## config.mk

```make
export PLATFORM = sky130hd
export DESIGN_NAME = div_sequencer
export DESIGN_NICKNAME = d
export VERILOG_FILES = /design/src/rtl/alu_seq_pkg.sv /design/src/rtl/div_sequencer_rr_arb2.sv /design/src/rtl/div_sequencer.sv
export SDC_FILE = /design/constraint.sdc
export NUM_CORES = 1
export LEC_CHECK = 0
export CAP_MARGIN = 25
export CORE_MARGIN = 10
export CORE_UTILIZATION = 25
export CTS_CLUSTER_SIZE = 16
export DETAILED_ROUTE_END_ITERATION = 8
export SLEW_MARGIN = 20
export SYNTH_ARGS = -nofsm -noshare
export SYNTH_HDL_FRONTEND = slang
export SYNTH_SLANG_ARGS = --single-unit
```

## constraint.sdc

```tcl
create_clock -name clk -period 1.64 [get_ports clk]
set_input_delay 0.328 -clock clk [delete_from_list [all_inputs] [get_ports clk]]
set_output_delay 0.328 -clock clk [all_outputs]
set_load 0.005 [all_outputs]
```

## src/rtl/alu_seq_pkg.sv

```systemverilog
// Shared types and constants for the ALU divider sequencer.
package alu_seq_pkg;

    typedef enum logic [2:0] {
        S_FLUSH,
        S_IDLE,
        S_ISSUE,
        S_ARM,
        S_WAIT,
        S_RESP
    } seq_state_t;

    localparam logic [3:0] ERR_Q = 4'hE;
    localparam logic [3:0] TMO_Q = 4'hF;

    localparam int unsigned DEF_FLUSH_CYC = 64;
    localparam int unsigned DEF_TIMEOUT   = 48;

endpackage

```

## src/rtl/div_sequencer_rr_arb2.sv

```systemverilog
// Combinational 2-way round-robin grant; the requester other than `last` wins a tie.
module rr_arb2 (
    input  logic valid0,
    input  logic valid1,
    input  logic last,
    output logic grant0,
    output logic grant1
);

    always_comb begin
        grant0 = valid0 & (~valid1 | last);
        grant1 = valid1 & (~valid0 | ~last);
    end

endmodule

```

## src/rtl/div_sequencer.sv

```systemverilog
// Shares one restoring divider between two requesters with round-robin grant.
// Optional WAIT-state watchdog compiled in with DIV_TIMEOUT_EN.
module div_sequencer
    import alu_seq_pkg::*;
#(
    parameter int unsigned TIMEOUT   = DEF_TIMEOUT,
    parameter int unsigned FLUSH_CYC = DEF_FLUSH_CYC
) (
    input  logic       clk,
    input  logic       reset,
    input  logic       req0_valid,
    input  logic [3:0] req0_a,
    input  logic [3:0] req0_b,
    output logic       req0_ready,
    input  logic       req1_valid,
    input  logic [3:0] req1_a,
    input  logic [3:0] req1_b,
    output logic       req1_ready,
    output logic       rsp_valid,
    output logic       rsp_id,
    output logic [3:0] rsp_q,
    output logic       rsp_err,
    input  logic       rsp_ready,
    output logic       div_init,
    output logic [3:0] div_dividend,
    output logic [3:0] div_divisor,
    input  logic       div_done,
    input  logic [3:0] div_q,
    output logic       busy
);

    localparam int unsigned FW = (FLUSH_CYC > 1) ? $clog2(FLUSH_CYC) : 1;

    seq_state_t    state;
    seq_state_t    state_nxt;
    logic [FW-1:0] flush_cnt;
    logic          flush_done;
    logic          last;
    logic          grant0;
    logic          grant1;
    logic          take;
    logic          wd_expired;
    logic          tmo_flag;

    rr_arb2 u_arb (
        .valid0 (req0_valid),
        .valid1 (req1_valid),
        .last   (last),
        .grant0 (grant0),
        .grant1 (grant1)
    );

    assign take       = grant0 | grant1;
    assign flush_done = (flush_cnt == FW'(FLUSH_CYC - 1));

`ifdef DIV_TIMEOUT_EN
    logic [5:0] wd_cnt;

    assign wd_expired = (state == S_WAIT) && !div_done && (wd_cnt == 6'(TIMEOUT - 1));

    always_ff @(posedge clk or posedge reset) begin
        if (reset) begin
            wd_cnt   <= '0;
            tmo_flag <= 1'b0;
        end else begin
            wd_cnt <= (state == S_WAIT) ? wd_cnt + 6'd1 : '0;
            if (wd_expired)
                tmo_flag <= 1'b1;
            else if (state == S_RESP && rsp_ready)
                tmo_flag <= 1'b0;
        end
    end
`else
    assign wd_expired = 1'b0;
    assign tmo_flag   = 1'b0;
`endif

    always_ff @(posedge clk or posedge reset) begin
        if (reset)
            state <= S_FLUSH;
        else
            state <= state_nxt;
    end

    always_comb begin
        state_nxt = state;
        case (state)
            S_FLUSH: if (flush_done) state_nxt = S_IDLE;
            S_IDLE:  if (take) state_nxt = S_ISSUE;
            S_ISSUE: state_nxt = S_ARM;
            S_ARM:   state_nxt = S_WAIT;
            S_WAIT:  if (div_done || wd_expired) state_nxt = S_RESP;
            // a timed-out divide may still be running, so drain it before the next grant
            S_RESP:  if (rsp_ready) state_nxt = tmo_flag ? S_FLUSH : S_IDLE;
            default: state_nxt = S_FLUSH;
        endcase
    end

    always_comb begin
        req0_ready = (state == S_IDLE) & grant0;
        req1_ready = (state == S_IDLE) & grant1;
        div_init   = (state == S_ISSUE);
        rsp_valid  = (state == S_RESP);
        busy       = (state != S_IDLE) & ~reset;
    end

    always_ff @(posedge clk or posedge reset) begin
        if (reset) begin
            flush_cnt    <= '0;
            last         <= 1'b1;
            div_dividend <= '0;
            div_divisor  <= '0;
            rsp_id       <= 1'b0;
            rsp_q        <= '0;
            rsp_err      <= 1'b0;
        end else begin
            flush_cnt <= (state == S_FLUSH && !flush_done) ? flush_cnt + FW'(1) : '0;
            if (state == S_IDLE && take) begin
                div_dividend <= grant1 ? req1_a : req0_a;
                div_divisor  <= grant1 ? req1_b : req0_b;
                rsp_id       <= grant1;
                last         <= grant1;
            end
            if (state == S_WAIT) begin
                if (div_done) begin
                    rsp_q   <= div_q;
                    rsp_err <= (div_divisor == 4'd0);
                end else if (wd_expired) begin
                    rsp_q   <= TMO_Q;
                    rsp_err <= 1'b1;
                end
            end
        end
    end

endmodule

```

==> metrics.md <==
| Metric | Value |
|---|---|
| Outcome | `finished, violations left` |
| Failing checks | `negative setup slack` |
| DP Wirelength | `2540 µm` |
| Clk buf depth | `2` |
| Non-filler instance count after layout | `roughly 220` |
| Worst hold path class | `in2async` |
| Cell taking the most area after synthesis | `dfrtp_1` |
| CTS tree | `built` |
| Synth top area share | `0.494` |
| GP Congestion | `around 0.72` |
| Hold Vio Cnt, Final | `0` |
| Clk Latency, worst-skew pair | `roughly 260 ps` |
| Max IR drop VDD | `303 µV` |
| Largest net degree at the start of global routing | `25` |
| First-pass GRT wire length | `5170 µm` |
| Final TNS setup | `-198 ps` |
| Final Core Density | `0.425` |
| Skew final | `between 3 and 4 ps` |
| Post-DP Area | `1750 µm²` |
| DRC violations left | `0` |
| Seq/Total Area, Yosys | `0.517` |
| Met1 Use GR | `0.0959` |
| Layout net count | `193` |
| Syn avg cell area | `11.5 µm²` |
| Synth area leaders | `dfrtp_1 49%, a2bb2oi_1 6.0%, o32ai_1 6.0%, mux2_1 4.8%, dfstp_2 2.3%` |
| Critical Path AT | `1410 ps` |
| Die W | `88.3 µm` |
| Fin crit period | `between 1500 and 2000 ps` |
| Final worst slack | `-100 ps` |
| Via-to-Cell Ratio | `4.74` |
| CP required | `1310 ps` |
| CTS Hold Bufs | `0` |
| GRT Max-Usage Layer | `met2` |
| Place WS | `-366 ps` |
| Die height | `88.3 µm` |
| Power per cell area | `682 nW/µm²` |
| Nature of the critical path endpoint | `output port` |
| Met2 Use GR | `0.120` |
| Syn Std Cell Area | `between 1000 and 1500 µm²` |
| CTS Buf Count | `3` |
| Cell row count | `24` |
| Area Growth Syn to Fin | `62.3%` |
| Fin area | `about 1900 µm²` |
| Initial drt markers | `39` |
| Number of inserted diodes | `0` |
| H-Tree Depth | `1` |
| Number of global-route vias before repair | `around 1,100` |
| GRT overflow | `0` |
| CTS Root Cell | `clkbuf_8` |
| Unrepaired setup endpoints after global routing | `yes` |
| Post-DRT Antenna Nets | `0` |
| Worst slew margin | `0.752` |
| Worst slew pin tran | `369 ps` |
| Initial antenna violation count | `0` |
| Crit Path Max Fanout | `3` |
| Dpl cells | `206` |
| Commonest cells after routing, fill and taps aside | `39 x clkdlybuf4s50_1, 23 x dfrtp_1, 17 x buf_4, 8 x o32ai_1, 8 x a2bb2oi_1` |
| Share of cells above drive strength 1 | `0.230` |
| Worst hold margin | `456 ps` |
| Mapped Cells | `about 100` |
| Startpoint type of the worst setup path | `flip-flop` |
| Commonest non-fill, non-tap cell in the layout | `clkdlybuf4s50_1` |
| Leakage power | `0.833 nW` |
| Clk sinks | `24` |
| Synth cell types | `38` |
| Initial core utilization | `0.262` |
| CORE AREA | `4440 µm²` |
| Design Power | `1.29 mW` |
| Register bit total from synthesis | `24` |
| YS warnings | `0` |
| Setup Viol. Count Final | `2` |
| I/O pins | `45` |
| Clock transition at the registers of the reported paths | `roughly 80 ps` |
| Total GRT Usage | `0.0823` |
| Syn Nets | `128` |
| Count of final max-slew check failures | `0` |
| Die footprint | `7790 µm²` |
| Crit share post-route | `1.06` |
| Port bufs | `44` |
| Met3 usage in global routing | `0.0515` |
| DR vias | `1,029` |
| 1st-pass router iterations | `4` |
| Detailed-route wire length per cell | `14.9 µm` |
| CP Class | `reg2out` |
| Max Cap Viol | `0` |
| Max Fclk | `575 MHz` |
| Final WL | `3220 µm` |
[synth_stat cells, drive strengths merged]
cell and count:
xor2 2, xnor2 1, nor4b 1, nand2b 1, clkbuf 2, nor2 8, a2bb2oi 8, nand3b 2
nand2 4, inv 4, a21bo 1, and2 2, or3 1, nor2b 1, ha 1, nor4 1
mux2 5, dfrtp 23, or3b 2, nand3 2, o311a 1, nor3b 2, buf 4, a21oi 4
o31a 1, and3b 1, a31oi 1, dfstp 1, clkinv 1, nor3 2, o32ai 8, o21ai 3
[report_power, final]
| part | total (mW) | internal [mW] | switching (mW) |
|---|---|---|---|
| Sequential | 0.616 | 0.606 | 0.00965 |
| Clock | 0.506 | 0.326 | 0.181 |
| Combinational | 0.168 | 0.111 | 0.0568 |
[registers in the layout, summed over array words and instances (netlist names)]
signal / flops
last: 1
rsp_id: 1
flush_cnt: 6
rsp_err: 1
rsp_q: 4
div_divisor: 4
state: 3
div_dividend: 4
[cells by family (layout without fill, tap and decap cells)]
logic type                 count (synthesis)  in the layout  share of synthesized area
xor gates and xnor gates                   3              3                     0.0226
muxes                                      5              5                     0.0483
DFF                                       24             24                      0.517
adders and majority gates                  1              1                     0.0107
buffers and inverters                     11             75                     0.0440
AOI/OAI and AO/OA                         27             27                      0.180
and+or+nand+nor                           30             30                      0.177
[critical path, cell delays in order, from the launching register on]
cell	delay, ps
dfrtp_1	400
or3b_4	440
nor3_4	180
buf_2	140
[area by class of cell]
type                       count  area, µm²
clock buffer                   3       41.3
clock inverter                 1       30.0
fill                         427       2550
inverter                       5       18.8
multi-input combinational     66        533
sequential                    24        602
tap                           52       65.1
timing repair buffer          66        601
[what timing repair did]
item	in CTS	in global routing
cloned	0	1
buffers inserted	0	6
endpoints found under the setup margin	5	3
resized for setup	17	6
pin swaps	2	2
[worst paths after layout]
path / from / to / slack [ps] / depth (start not counted)
max in group asynchronous: reset / last / 900 / 3
worst max register to register: state[0] / rsp_q[3] / 100 / 5
worst max-delay path: state[1] / req0_ready / -100 / 3
worst min register to register: flush_cnt[0] / flush_cnt[0] / 470 / 1
min in group clk: flush_cnt[0] / flush_cnt[0] / 470 / 1
worst min-delay path: reset / rsp_id / 460 / 3
[routing by layer]
layer  vias up  share of wire  wire (µm)
li1        506              -          -
met1       486           0.43       1380
met2        35           0.45       1440
met3         2           0.12        380
met4         0         0.0084         27
met5         -              0          0
Power figures use the tool's default switching activity.
